[src/rtl/wide_add_pkg.sv]
// rtl/wide_add_pkg.sv - shared constants and state encoding for the wide adder arbiter
package wide_add_pkg;

  localparam int WORD_W = 16;
  localparam int ID_W   = 1;

  typedef enum logic [1:0] {
    IDLE = 2'd0,
    RUN  = 2'd1,
    DONE = 2'd2
  } state_t;

endpackage

[src/rtl/add16_cin.sv]
// rtl/add16_cin.sv - combinational 16-bit carry-select adder slice with carry in
module add16_cin
  import wide_add_pkg::*;
(
  input  logic [WORD_W-1:0] a,
  input  logic [WORD_W-1:0] b,
  input  logic              cin,
  output logic [WORD_W-1:0] sum,
  output logic              cout
);

  localparam int HALF = WORD_W / 2;

  logic [HALF-1:0] lo_sum;
  logic            lo_cout;
  logic            c;
  logic [HALF:0]   hi_c0;
  logic [HALF:0]   hi_c1;

  always_comb begin
    lo_sum = '0;
    c      = cin;
    for (int i = 0; i < HALF; i++) begin
      lo_sum[i] = a[i] ^ b[i] ^ c;
      c         = (a[i] & b[i]) | (c & (a[i] ^ b[i]));
    end
    lo_cout = c;
  end

  // Both upper-byte results are formed up front; the lower carry only steers the mux.
  assign hi_c0 = {1'b0, a[WORD_W-1:HALF]} + {1'b0, b[WORD_W-1:HALF]};
  assign hi_c1 = {1'b0, a[WORD_W-1:HALF]} + {1'b0, b[WORD_W-1:HALF]} + {{HALF{1'b0}}, 1'b1};

  always_comb begin
    sum  = {hi_c0[HALF-1:0], lo_sum};
    cout = hi_c0[HALF];
    if (lo_cout) begin
      sum  = {hi_c1[HALF-1:0], lo_sum};
      cout = hi_c1[HALF];
    end
  end

endmodule

[src/rtl/wide_add_arb.sv]
// rtl/wide_add_arb.sv - round-robin arbiter sequencing a shared 16-bit slice over multi-word add/sub
module wide_add_arb #(
  parameter int WORDS  = 4,
  parameter int WORD_W = 16
) (
  input  logic                    clk,
  input  logic                    rst_n,
  input  logic                    req0_valid,
  output logic                    req0_ready,
  input  logic [WORDS*WORD_W-1:0] req0_a,
  input  logic [WORDS*WORD_W-1:0] req0_b,
  input  logic                    req0_sub,
  input  logic                    req1_valid,
  output logic                    req1_ready,
  input  logic [WORDS*WORD_W-1:0] req1_a,
  input  logic [WORDS*WORD_W-1:0] req1_b,
  input  logic                    req1_sub,
  output logic                    out_valid,
  input  logic                    out_ready,
  output logic [WORDS*WORD_W-1:0] out_sum,
  output logic                    out_cout,
  output logic                    out_ovf,
  output logic                    out_id,
  output logic                    busy
);

  import wide_add_pkg::*;

  localparam int W     = WORDS * WORD_W;
  localparam int IDX_W = (WORDS > 1) ? $clog2(WORDS) : 1;
  localparam logic [IDX_W-1:0] LAST_IDX = IDX_W'(WORDS - 1);

  state_t            state_q, state_d;
  logic              rr_ptr_q;
  logic [IDX_W-1:0]  idx_q;
  logic              carry_q;
  logic [ID_W-1:0]   id_q;
  logic              cout_q;
  logic              ovf_q;
  logic [WORD_W-1:0] a_q   [WORDS];
  logic [WORD_W-1:0] b_q   [WORDS];
  logic [WORD_W-1:0] res_q [WORDS];

  logic              gnt_any;
  logic              gnt_id;
  logic              accept;
  logic [W-1:0]      sel_a;
  logic [W-1:0]      sel_beff;
  logic              sel_sub;
  logic [WORD_W-1:0] slice_sum;
  logic              slice_cout;
  logic              a_top;
  logic              b_top;

  // The round-robin pointer names the preferred requester; fall back to the other one.
  always_comb begin
    gnt_any = req0_valid | req1_valid;
    gnt_id  = rr_ptr_q;
    if (rr_ptr_q ? !req1_valid : !req0_valid) begin
      gnt_id = ~rr_ptr_q;
    end
  end

  assign accept     = (state_q == IDLE) && gnt_any;
  assign req0_ready = accept && !gnt_id;
  assign req1_ready = accept && gnt_id;

  always_comb begin
    sel_a    = gnt_id ? req1_a   : req0_a;
    sel_sub  = gnt_id ? req1_sub : req0_sub;
    sel_beff = gnt_id ? req1_b   : req0_b;
    if (sel_sub) begin
      sel_beff = ~sel_beff;
    end
  end

  add16_cin u_slice (
    .a    (a_q[idx_q]),
    .b    (b_q[idx_q]),
    .cin  (carry_q),
    .sum  (slice_sum),
    .cout (slice_cout)
  );

  assign a_top = a_q[WORDS-1][WORD_W-1];
  assign b_top = b_q[WORDS-1][WORD_W-1];

  always_ff @(posedge clk or negedge rst_n) begin
    if (!rst_n) begin
      state_q <= IDLE;
    end else begin
      state_q <= state_d;
    end
  end

  always_comb begin
    state_d = state_q;
    case (state_q)
      IDLE:    if (accept) state_d = RUN;
      RUN:     if (idx_q == LAST_IDX) state_d = DONE;
      DONE:    if (out_ready) state_d = IDLE;
      default: state_d = IDLE;
    endcase
  end

  // Subtract is A + ~B + 1: the inverted B is latched and the carry seeded with sub.
  always_ff @(posedge clk or negedge rst_n) begin
    if (!rst_n) begin
      rr_ptr_q <= 1'b0;
      idx_q    <= '0;
      carry_q  <= 1'b0;
      id_q     <= '0;
      cout_q   <= 1'b0;
      ovf_q    <= 1'b0;
      for (int i = 0; i < WORDS; i++) begin
        a_q[i]   <= '0;
        b_q[i]   <= '0;
        res_q[i] <= '0;
      end
    end else if (accept) begin
      for (int i = 0; i < WORDS; i++) begin
        a_q[i] <= sel_a[i*WORD_W +: WORD_W];
        b_q[i] <= sel_beff[i*WORD_W +: WORD_W];
      end
      carry_q  <= sel_sub;
      id_q     <= gnt_id;
      idx_q    <= '0;
      rr_ptr_q <= ~gnt_id;
    end else if (state_q == RUN) begin
      res_q[idx_q] <= slice_sum;
      carry_q      <= slice_cout;
      idx_q        <= idx_q + 1'b1;
      if (idx_q == LAST_IDX) begin
        cout_q <= slice_cout;
        ovf_q  <= (a_top == b_top) && (slice_sum[WORD_W-1] != a_top);
      end
    end
  end

  always_comb begin
    out_sum = '0;
    for (int i = 0; i < WORDS; i++) begin
      out_sum[i*WORD_W +: WORD_W] = res_q[i];
    end
  end

  assign out_valid = (state_q == DONE);
  assign busy      = (state_q != IDLE);
  assign out_cout  = cout_q;
  assign out_ovf   = ovf_q;
  assign out_id    = id_q;

endmodule
[config.mk]
export PLATFORM = sky130hd
export DESIGN_NAME = wide_add_arb
export DESIGN_NICKNAME = d
export VERILOG_FILES = /design/src/rtl/wide_add_pkg.sv /design/src/rtl/add16_cin.sv /design/src/rtl/wide_add_arb.sv
export SDC_FILE = /design/constraint.sdc
export NUM_CORES = 1
export LEC_CHECK = 0
export BUFFER_PORTS_ARGS = -buffer_cell sky130_fd_sc_hd__buf_4
export CORE_ASPECT_RATIO = 1.2
export CORE_MARGIN = 4
export CORE_UTILIZATION = 45
export DETAILED_ROUTE_END_ITERATION = 12
export PLACE_DENSITY = 0.72
export SETUP_SLACK_MARGIN = 0.4
export SLEW_MARGIN = 20
export SYNTH_ARGS = -nofsm -noshare
export SYNTH_HDL_FRONTEND = slang
export SYNTH_SLANG_ARGS = --single-unit
export TNS_END_PERCENT = 5
[constraint.sdc]
create_clock -name clk -period 18.2 [get_ports clk]
set_clock_uncertainty 0.1 [all_clocks]
set_input_delay 1.82 -clock clk [delete_from_list [all_inputs] [get_ports clk]]
set_output_delay 1.82 -clock clk [all_outputs]
set_load 0.05 [all_outputs]
==> results of run 1 <==
## sequential cells by signal, summed over array words and instances, names as in the netlist
register,flops
idx_q,2
out_id,1
rr_ptr_q,1
a_q,64
state_q,2
out_cout,1
out_ovf,1
carry_q,1
b_q,64
out_sum,64
## power by group
part	leakage, uW	switching, uW	total [uW]	internal [uW]
clock	0.000345	174	430	257
combinational	0.00400	1180	1890	705
sequential	0.00248	135	809	674
total	0.00682	1490	3130	1640
## metrics by stage
| step | hold WS (ns) | area, um^2 | worst slack, ns | instances | power, uW |
|---|---|---|---|---|---|
| floorplan | 0.345 | 10700 | 12.49 | 1032 | 2150 |
| global placement | 0.358 | 13400 | 12.56 | 1617 | 2660 |
| detailed placement | 0.365 | 13400 | 12.44 | 1617 | 2710 |
| CTS | 0.379 | 14100 | 12.43 | 1654 | 3150 |
| global route | 0.404 | 14100 | 12.15 | 1654 | 3370 |
| finish | 0.373 | 14100 | 12.46 | 1654 | 3130 |
## synthesized netlist by cell type (10+ instances only)
library cell / instances
sky130_fd_sc_hd__mux4_2: 32
sky130_fd_sc_hd__a31oi_1: 10
sky130_fd_sc_hd__xnor2_1: 68
sky130_fd_sc_hd__clkbuf_1: 45
sky130_fd_sc_hd__mux2i_1: 131
sky130_fd_sc_hd__nor2_1: 12
sky130_fd_sc_hd__ha_1: 13
sky130_fd_sc_hd__nand2_1: 250
sky130_fd_sc_hd__buf_2: 25
sky130_fd_sc_hd__o21ai_0: 161
sky130_fd_sc_hd__dfrtp_1: 201
## routing by layer
layer	global-route usage, %	part of all wire (%)	wire [um]	vias to the layer above
met1	29.0	41	12100	4024
li1	-	-	-	4138
met4	4.85	1.6	458	0
met2	38.4	51	15000	276
met5	0	0	0	-
met3	3.13	5.8	1690	34
## path summary, 6_finish.rpt
check                                        startpoint                 endpoint  slack [ns]  cells past startpoint
worst max register to register     idx_q[0]$_DFFE_PN0P_  out_sum[15]$_DFFE_PN0P_       12.46                     15
worst max-delay path               idx_q[0]$_DFFE_PN0P_  out_sum[15]$_DFFE_PN0P_       12.46                     15
worst min-delay path            out_sum[18]$_DFFE_PN0P_  out_sum[18]$_DFFE_PN0P_        0.37                      2
worst min register to register  out_sum[18]$_DFFE_PN0P_  out_sum[18]$_DFFE_PN0P_        0.37                      2
min in group asynchronous                         rst_n      a_q[42]$_DFFE_PN0P_        1.37                      1
max in group asynchronous                         rst_n     idx_q[1]$_DFFE_PN0P_       15.15                      2
## cells by family after synthesis
kind of cell | count (synthesis)
buffers and inverters | 80
adders and majority gates | 22
DFF | 201
muxes | 164
xor gates and xnor gates | 74
AOI/OAI and AO/OA | 194
and+or+nand+nor | 297
## cell type report
type	instances	area [um^2]	area share, %
tap	315	394	2.80
timing repair buffer	341	2570	18.3
sequential	201	5030	35.8
inverter	9	33.8	0.240
clock buffer	26	584	4.16
multi-input combinational	751	5330	37.9
clock inverter	11	114	0.810
## worst max-delay path, cell delays in order, from the launching register on
cell	delay, ns
sky130_fd_sc_hd__dfrtp_2	0.55
sky130_fd_sc_hd__mux4_2	0.56
sky130_fd_sc_hd__fa_1	0.43
sky130_fd_sc_hd__fa_1	0.46
sky130_fd_sc_hd__fa_1	0.48
sky130_fd_sc_hd__fa_1	0.47
sky130_fd_sc_hd__fa_1	0.49
sky130_fd_sc_hd__fa_1	0.44
sky130_fd_sc_hd__inv_1	0.11
sky130_fd_sc_hd__fa_1	0.18
sky130_fd_sc_hd__inv_1	0.05
sky130_fd_sc_hd__fa_1	0.52
sky130_fd_sc_hd__and4_1	0.27
sky130_fd_sc_hd__nand4_2	0.13
sky130_fd_sc_hd__o21ai_0	0.19
sky130_fd_sc_hd__a31oi_1	0.22
==> reports/summary.md, run 1 <==
The transition time at the pin with the least slew margin works out to 1.04 ns. The via density per instance works out to 5.12. The post-synthesis async set-or-reset flop share was 100%; the core outline area was 23300 um^2. First-iteration detailed-routing DRC count: 479. The largest total area in the synthesized netlist belongs to sky130_fd_sc_hd__dfrtp_1. The largest family of logic cells by synthesized area is multiplexers. Multiplexer cells account for 19.2% of the synthesized area. The number of sinks on the clock net is 201. Buffers inserted during clock tree synthesis total 21. The final cycle utilization of the critical path works out to 31.6%. The final net count was 1610; the vias after detailed routing was 8472. The post-synthesis to final-layout area growth was 31.8%; the chip width was 149 um. 0 antenna diodes ended up in the layout.

In the routed design, unresolved DRC markers number 0. In this run, distinct cell masters in the synthesized netlist total 46. The share of synthesized cell area in full adder, half adder and majority cells is 3.22%, and the count of yosys warnings during synthesis is 0.

Setup violations remaining at the end of the flow were counted as 0. Number of resized instances in the post-cts repair step: 0. The buffers inserted during post-CTS setup optimization came out at 0. Counting I/O delays and the setup requirement, the final critical path takes 5.74 ns.

The wire length per cell after detailed routing works out to 17.6 um. Pin placement for this block handled 334 I/O pins. First-pass GRT wire length: 45900 um. The number of H-tree levels was 1; the half-perimeter wire length after placement was 22600 um. A synthesized cell averages 10.3 um^2.

Across the VDD grid, the largest voltage drop is 132 uV. Of the total synthesized cell area, the portion taken by XOR and XNOR cells is 6.32%. The maximum frequency from static timing analysis is 174 MHz. For the initial antenna violation count, the log shows 0. Along the worst path, the maximum fanout reaches 10. The logs give 60.4% for the core utilization of the finished layout and 0 for the number of max-cap violations. For this run, the total global-route usage over all layers was measured as 21.9%. For this design, the CTS-stage hold fixing added 0 buffers. Wires add up to 29200 um. The final hold violation count was 0. Worst setup path category: flip-flop to flip-flop. Setup repair after global routing left no endpoint under its margin. After filler insertion, the fill cell instance count of the layout stands at 2012. STA classifies the critical path endpoint as a flip-flop. In this run the core area contains 61 standard-cell rows. The run gives 26200 um^2 as the floorplan die area.

The worst hold path belongs to the class flip-flop to flip-flop. The power density normalized to cell area was 222 nW/um^2. The number of input and output port buffers inserted came out at 333.

The net count of the mapped netlist was 1317. The flow ran to the end, and the final reports show no timing, DRC or antenna violations. Of the synthesized area, sequential elements account for 47.2%.

The required time reported for the critical path endpoint was 18.51 ns; the number of routed nets with antenna violations was 0. For the worst setup path, the data arrival time is 6.05 ns. The synthesized design contains 0 enable-type register cells.

Most common cell after layout, fill and taps aside: sky130_fd_sc_hd__buf_4. Of the post-synthesis cell area, the dominant cell type holds 47.2%. The mapped netlist covers 10700 um^2. In the layout the commonest cells are sky130_fd_sc_hd__buf_4, sky130_fd_sc_hd__nand2_1, sky130_fd_sc_hd__dfrtp_1. The clock network latency to the later pin of the worst-skew pair is 0.49 ns.

For this run, the leading register cell type out of synthesis is sky130_fd_sc_hd__dfrtp_1. In this run the tightest slew margin relative to its limit is 30.8%. After synthesis the netlist holds a flip-flop and latch count of 201. The fraction of the mapped netlist area in compound gates was 9.68%. Entering global routing, the biggest net connects 137 pins. The kind of start point of the critical path is a flip-flop. Simple-gate share of the synthesized area: 11.3%. Once the floorplan was initialized, standard cells occupied 45.8% of the core.

Counting along the longest clock path gives a buffer depth of 3. The run gives 0.811 as the weighted congestion at the end of routability-driven global placement. The height of the die was 177 um. The clock transition at the registers of the reported paths came out at 0.06 ns. The run gives 0.00682 uW as the static leakage power. The tree is rooted in a sky130_fd_sc_hd__clkbuf_16. The via count of the first global-routing pass came out at 8671. Ranked by total cell area, the synthesized netlist is headed by sky130_fd_sc_hd__dfrtp_1, sky130_fd_sc_hd__mux2i_1, sky130_fd_sc_hd__nand2_1, sky130_fd_sc_hd__o21ai_0, sky130_fd_sc_hd__mux4_2.

The max-slew violation count was 0. Cells with a size suffix above 1 make up 31.7% of the layout. In the final timing run, aggregate negative setup slack is 0 ns.

TritonCTS built the clock tree. The remaining global-route overflow came out at 0. The logs give 6 for the length of the first detailed-routing pass in iterations and 1032 for the gate count of the mapped netlist.
Power figures use the tool's default switching activity.
==> run 2, diff against run 1 <==
--- a/config.mk
+++ b/config.mk
@@ -10,7 +10,7 @@
 export CORE_MARGIN = 4
 export CORE_UTILIZATION = 45
 export DETAILED_ROUTE_END_ITERATION = 12
-export PLACE_DENSITY = 0.72
+export PLACE_DENSITY = 0.75
 export SETUP_SLACK_MARGIN = 0.4
 export SLEW_MARGIN = 20
 export SYNTH_ARGS = -nofsm -noshare
==> constraint.sdc (replaced) <==
create_clock -name clk -period 4.63 [get_ports clk]
set_clock_uncertainty 0.1 [all_clocks]
set_input_delay 0.463 -clock clk [delete_from_list [all_inputs] [get_ports clk]]
set_output_delay 0.463 -clock clk [all_outputs]
set_load 0.05 [all_outputs]
==> run 2 against run 1 <==
Final area up 0.99%. Total power grew to 4.1 times the previous value. Critical path depth is the same. Sequential power grew to 3.9 times the previous value. Fmax rose by 26%. Non-clock buffer count is 6 higher. Count of clock-buffer cells in the layout rose by 6. Via count rose by 0.25%. Sequential share of layout area down 0.35 points. Critical path type unchanged. Setup slack worse by 12 ns. Core utilization is 0.60 points higher.
==> reports/summary.md, run 2 (synthesized netlist as in run 1, its figures left out) <==
The flow ran to the end, and the final reports show no timing, DRC or antenna violations. Kind of start point of the critical path: a flip-flop (unchanged). The run gives 131 (was 137) as the pin count of the biggest net entering global routing. The number of H-tree levels was 1 (unchanged).

The run gives 23300 um^2 (unchanged) as the core outline area. The number of ports placed on the die boundary came out at 334 (unchanged). Library cell contributing the largest single delay on the critical path: sky130_fd_sc_hd__mux4_2 (unchanged). For the remaining global-route overflow, the log shows 0 (unchanged). First element of the critical path: idx_q[0]$_DFFE_PN0P_ (unchanged). For the area after detailed placement, the log shows 13500 um^2 (was 13400 um^2).

The via density per instance works out to 5.12 (about the same). The number of input and output port buffers inserted came out at 333 (unchanged). The cell repeated most along the worst path was sky130_fd_sc_hd__fa_2 (was sky130_fd_sc_hd__fa_1). Startpoint of the worst register-to-register path: idx_q[0]$_DFFE_PN0P_ (unchanged). Sequence of cells on the critical path: mux4_2, fa_2, fa_2, fa_2, fa_2, fa_2, fa_2, inv_2, fa_1, inv_1, fa_2, and4_4, nand3_2, xnor2_2, o21ai_0 (was mux4_2, fa_1, fa_1, fa_1, fa_1, fa_1, fa_1, inv_1, fa_1, inv_1, fa_1, and4_1, nand4_2, o21ai_0, a31oi_1). The cell depth of the worst flop-to-flop path came out at 15 (unchanged). The post-layout total power was 12800 uW (was 3130 uW). The most common cell after layout, fill and taps aside is sky130_fd_sc_hd__buf_4 (unchanged). The power density normalized to cell area is 899 nW/um^2 (was 222 nW/um^2), and the total global-route track usage is 22.2% (was 21.9%). The run gives 8539 (was 8671) as the via count of the first global-routing pass. The floorplan row count is 61 (unchanged).

The half-perimeter wire length after placement is 22900 um (was 22600 um), and the total length of routed wires is 29600 um (was 29200 um). The run gives 4.86 ns (was 18.51 ns) as the required time reported for the critical path endpoint. Setup repair after global routing could not meet its margin everywhere.

The initial standard-cell utilization of the core came out at 45.8% (unchanged). The chip width came out at 149 um (unchanged). The logs give 46100 um (was 45900 um) for the first-pass GRT wire length and 5430 um^2 (was 5330 um^2) for the area occupied by multi-input gates.

Quantity of hold-fixing buffers added after cts: 0 (unchanged). Most frequent cells in the layout: sky130_fd_sc_hd__buf_4, sky130_fd_sc_hd__nand2_1, sky130_fd_sc_hd__dfrtp_1 (unchanged). The tools report the worst max-slew margin expressed relative to the limit as 32.1% (was 30.8%). For the number of max-cap violations, the log shows 0 (unchanged). The tools report the critical path capture point as out_sum[29]$_DFFE_PN0P_ (was out_sum[15]$_DFFE_PN0P_). The end of the worst register-to-register path is out_sum[29]$_DFFE_PN0P_ (was out_sum[15]$_DFFE_PN0P_).

The buffer depth of the longest clock path was 3 (unchanged); the initial antenna violation count was 0 (unchanged). The floorplan die area is 26200 um^2 (unchanged). The wire length per cell after detailed routing came out at 17.8 um (was 17.6 um). Final hold violation count: 0 (unchanged). The maximum net fanout on the critical path works out to 4 (was 10). The logs give 0 (unchanged) for the max-slew violation count and 5030 um^2 (unchanged) for the footprint of the flip-flops and latches. The worst hold-check path type was input pin to async pin (was flip-flop to flip-flop).

TritonCTS built the clock tree. The worst reg-to-reg setup slack is 0.08 ns (was 12.46 ns), and the static leakage power is 0.00685 uW (was 0.00682 uW). For the length of the first detailed-routing pass in iterations, the log shows 5 (was 6).

The delay of the slowest cell on the worst path came out at 0.54 ns (was 0.56 ns). The post-synthesis to final-layout area growth is 33.1% (was 31.8%). The master cell of the clock root buffer was sky130_fd_sc_hd__clkbuf_16 (unchanged). The worst setup path category is flip-flop to flip-flop (unchanged). The worst IR drop on VDD was 562 uV (was 132 uV); the clock transition at the registers of the reported paths was 0.06 ns (about the same). The logs give 201 (unchanged) for the number of sinks on the clock net and 0.0161 ns (was 0.373 ns) for the final-layout worst hold slack. The tools report the clock network latency to the later pin of the worst-skew pair as 0.48 ns (was 0.49 ns). The final cycle utilization of the critical path is 98.2% (was 31.6%). The number of CTS-inserted buffers is 21 (unchanged).

The number of routed nets with antenna violations is 0 (unchanged), and the height of the die is 177 um (unchanged). The maximum frequency from static timing analysis was 220 MHz (was 174 MHz); the post-route minimum period was 4.55 ns (was 5.74 ns). Data arrival time of the critical path: 4.78 ns (was 6.05 ns). Number of antenna repair diodes: 0 (unchanged). The weighted congestion at the end of routability-driven global placement is 0.802 (was 0.811), and the first-iteration detailed-routing DRC count is 452 (was 479).

The transition time at the pin with the least slew margin was 1.02 ns (was 1.04 ns). The fraction of layout instances using a drive strength above 1 is 32.7% (was 31.7%), and the vias after detailed routing is 8493 (was 8472). For the remaining routing DRC violations, the log shows 0 (unchanged).

The critical path endpoint category was a flip-flop (unchanged). The post-route cell area was 14200 um^2 (was 14100 um^2). The logs give 0 (unchanged) for the setup violation total in the final timing report and 1616 (was 1610) for the final net count. The tools report the fill cell instance count of the final layout as 1994 (was 2012).
[run 2: metal layers]
layer	part of all wire, %	vias to the layer above	track usage [%]	routed length, um
met2	52	263	38.8	15400
met1	41	4038	29.6	12100
met3	5.1	40	2.61	1500
met4	1.9	0	5.31	566
li1	-	4152	-	-
met5	0	-	0	0
[run 2: final cells by class]
type                       instances  area share [%]
clock buffer                      32            4.13
tap                              315            2.78
clock inverter                     3           0.458
sequential                       201            35.5
multi-input combinational        751            38.3
timing repair buffer             347            18.7
inverter                           9           0.238
[run 2: how the worst min path moves through the flow]
stage | endpoint | start | cells past startpoint
after floorplan | a_q[0]$_DFFE_PN0P_ | rst_n | 0
after global placement | b_q[21]$_DFFE_PN0P_ | b_q[21]$_DFFE_PN0P_ | 2
after detailed placement | b_q[25]$_DFFE_PN0P_ | b_q[25]$_DFFE_PN0P_ | 2
after CTS | a_q[58]$_DFFE_PN0P_ | rst_n | 1
after global routing | a_q[58]$_DFFE_PN0P_ | rst_n | 1
final | a_q[63]$_DFFE_PN0P_ | rst_n | 1
[run 2: metrics by stage]
| stage | std cells | util, % | worst slack, ns | setup TNS (ns) |
|---|---|---|---|---|
| 2_1_floorplan | 1032 | - | 0.0211 | 0 |
| 3_3_place_gp | 1621 | 57.9 | 0.0809 | 0 |
| 3_5_place_dp | 1621 | 57.9 | -0.00719 | -0.0120 |
| 4_1_cts | 1657 | 60.8 | 0.0607 | 0 |
| 5_1_grt | 1658 | 61.0 | -0.142 | -1.90 |
| 6_report | 1658 | 61.0 | 0.0816 | 0 |
[run 2: power by group]
part	internal, uW	total, uW	leakage (uW)	switching, uW
clock	980	1630	0.000316	654
combinational	3110	7950	0.00406	4840
sequential	2650	3170	0.00248	524
total	6740	12800	0.00685	6010
[run 2: timing repair]
action,in CTS,in global routing
buffers inserted,1,1
endpoints found under the setup margin,39,39
gates cloned,0,0
pin swaps,1,5
resized for setup,5,8
[run 2: worst max-delay path, delay by kind of cell (launching register included)]
kind                     cells  cell delay, ns
AO/OA/AOI/OAI                1            0.12
XOR/XNOR                     1            0.14
adder cells (fa/ha/maj)      8            2.68
buffers and inverters        2            0.12
flip-flops                   1            0.41
multiplexers                 1            0.54
AND/OR/NAND/NOR              2            0.28
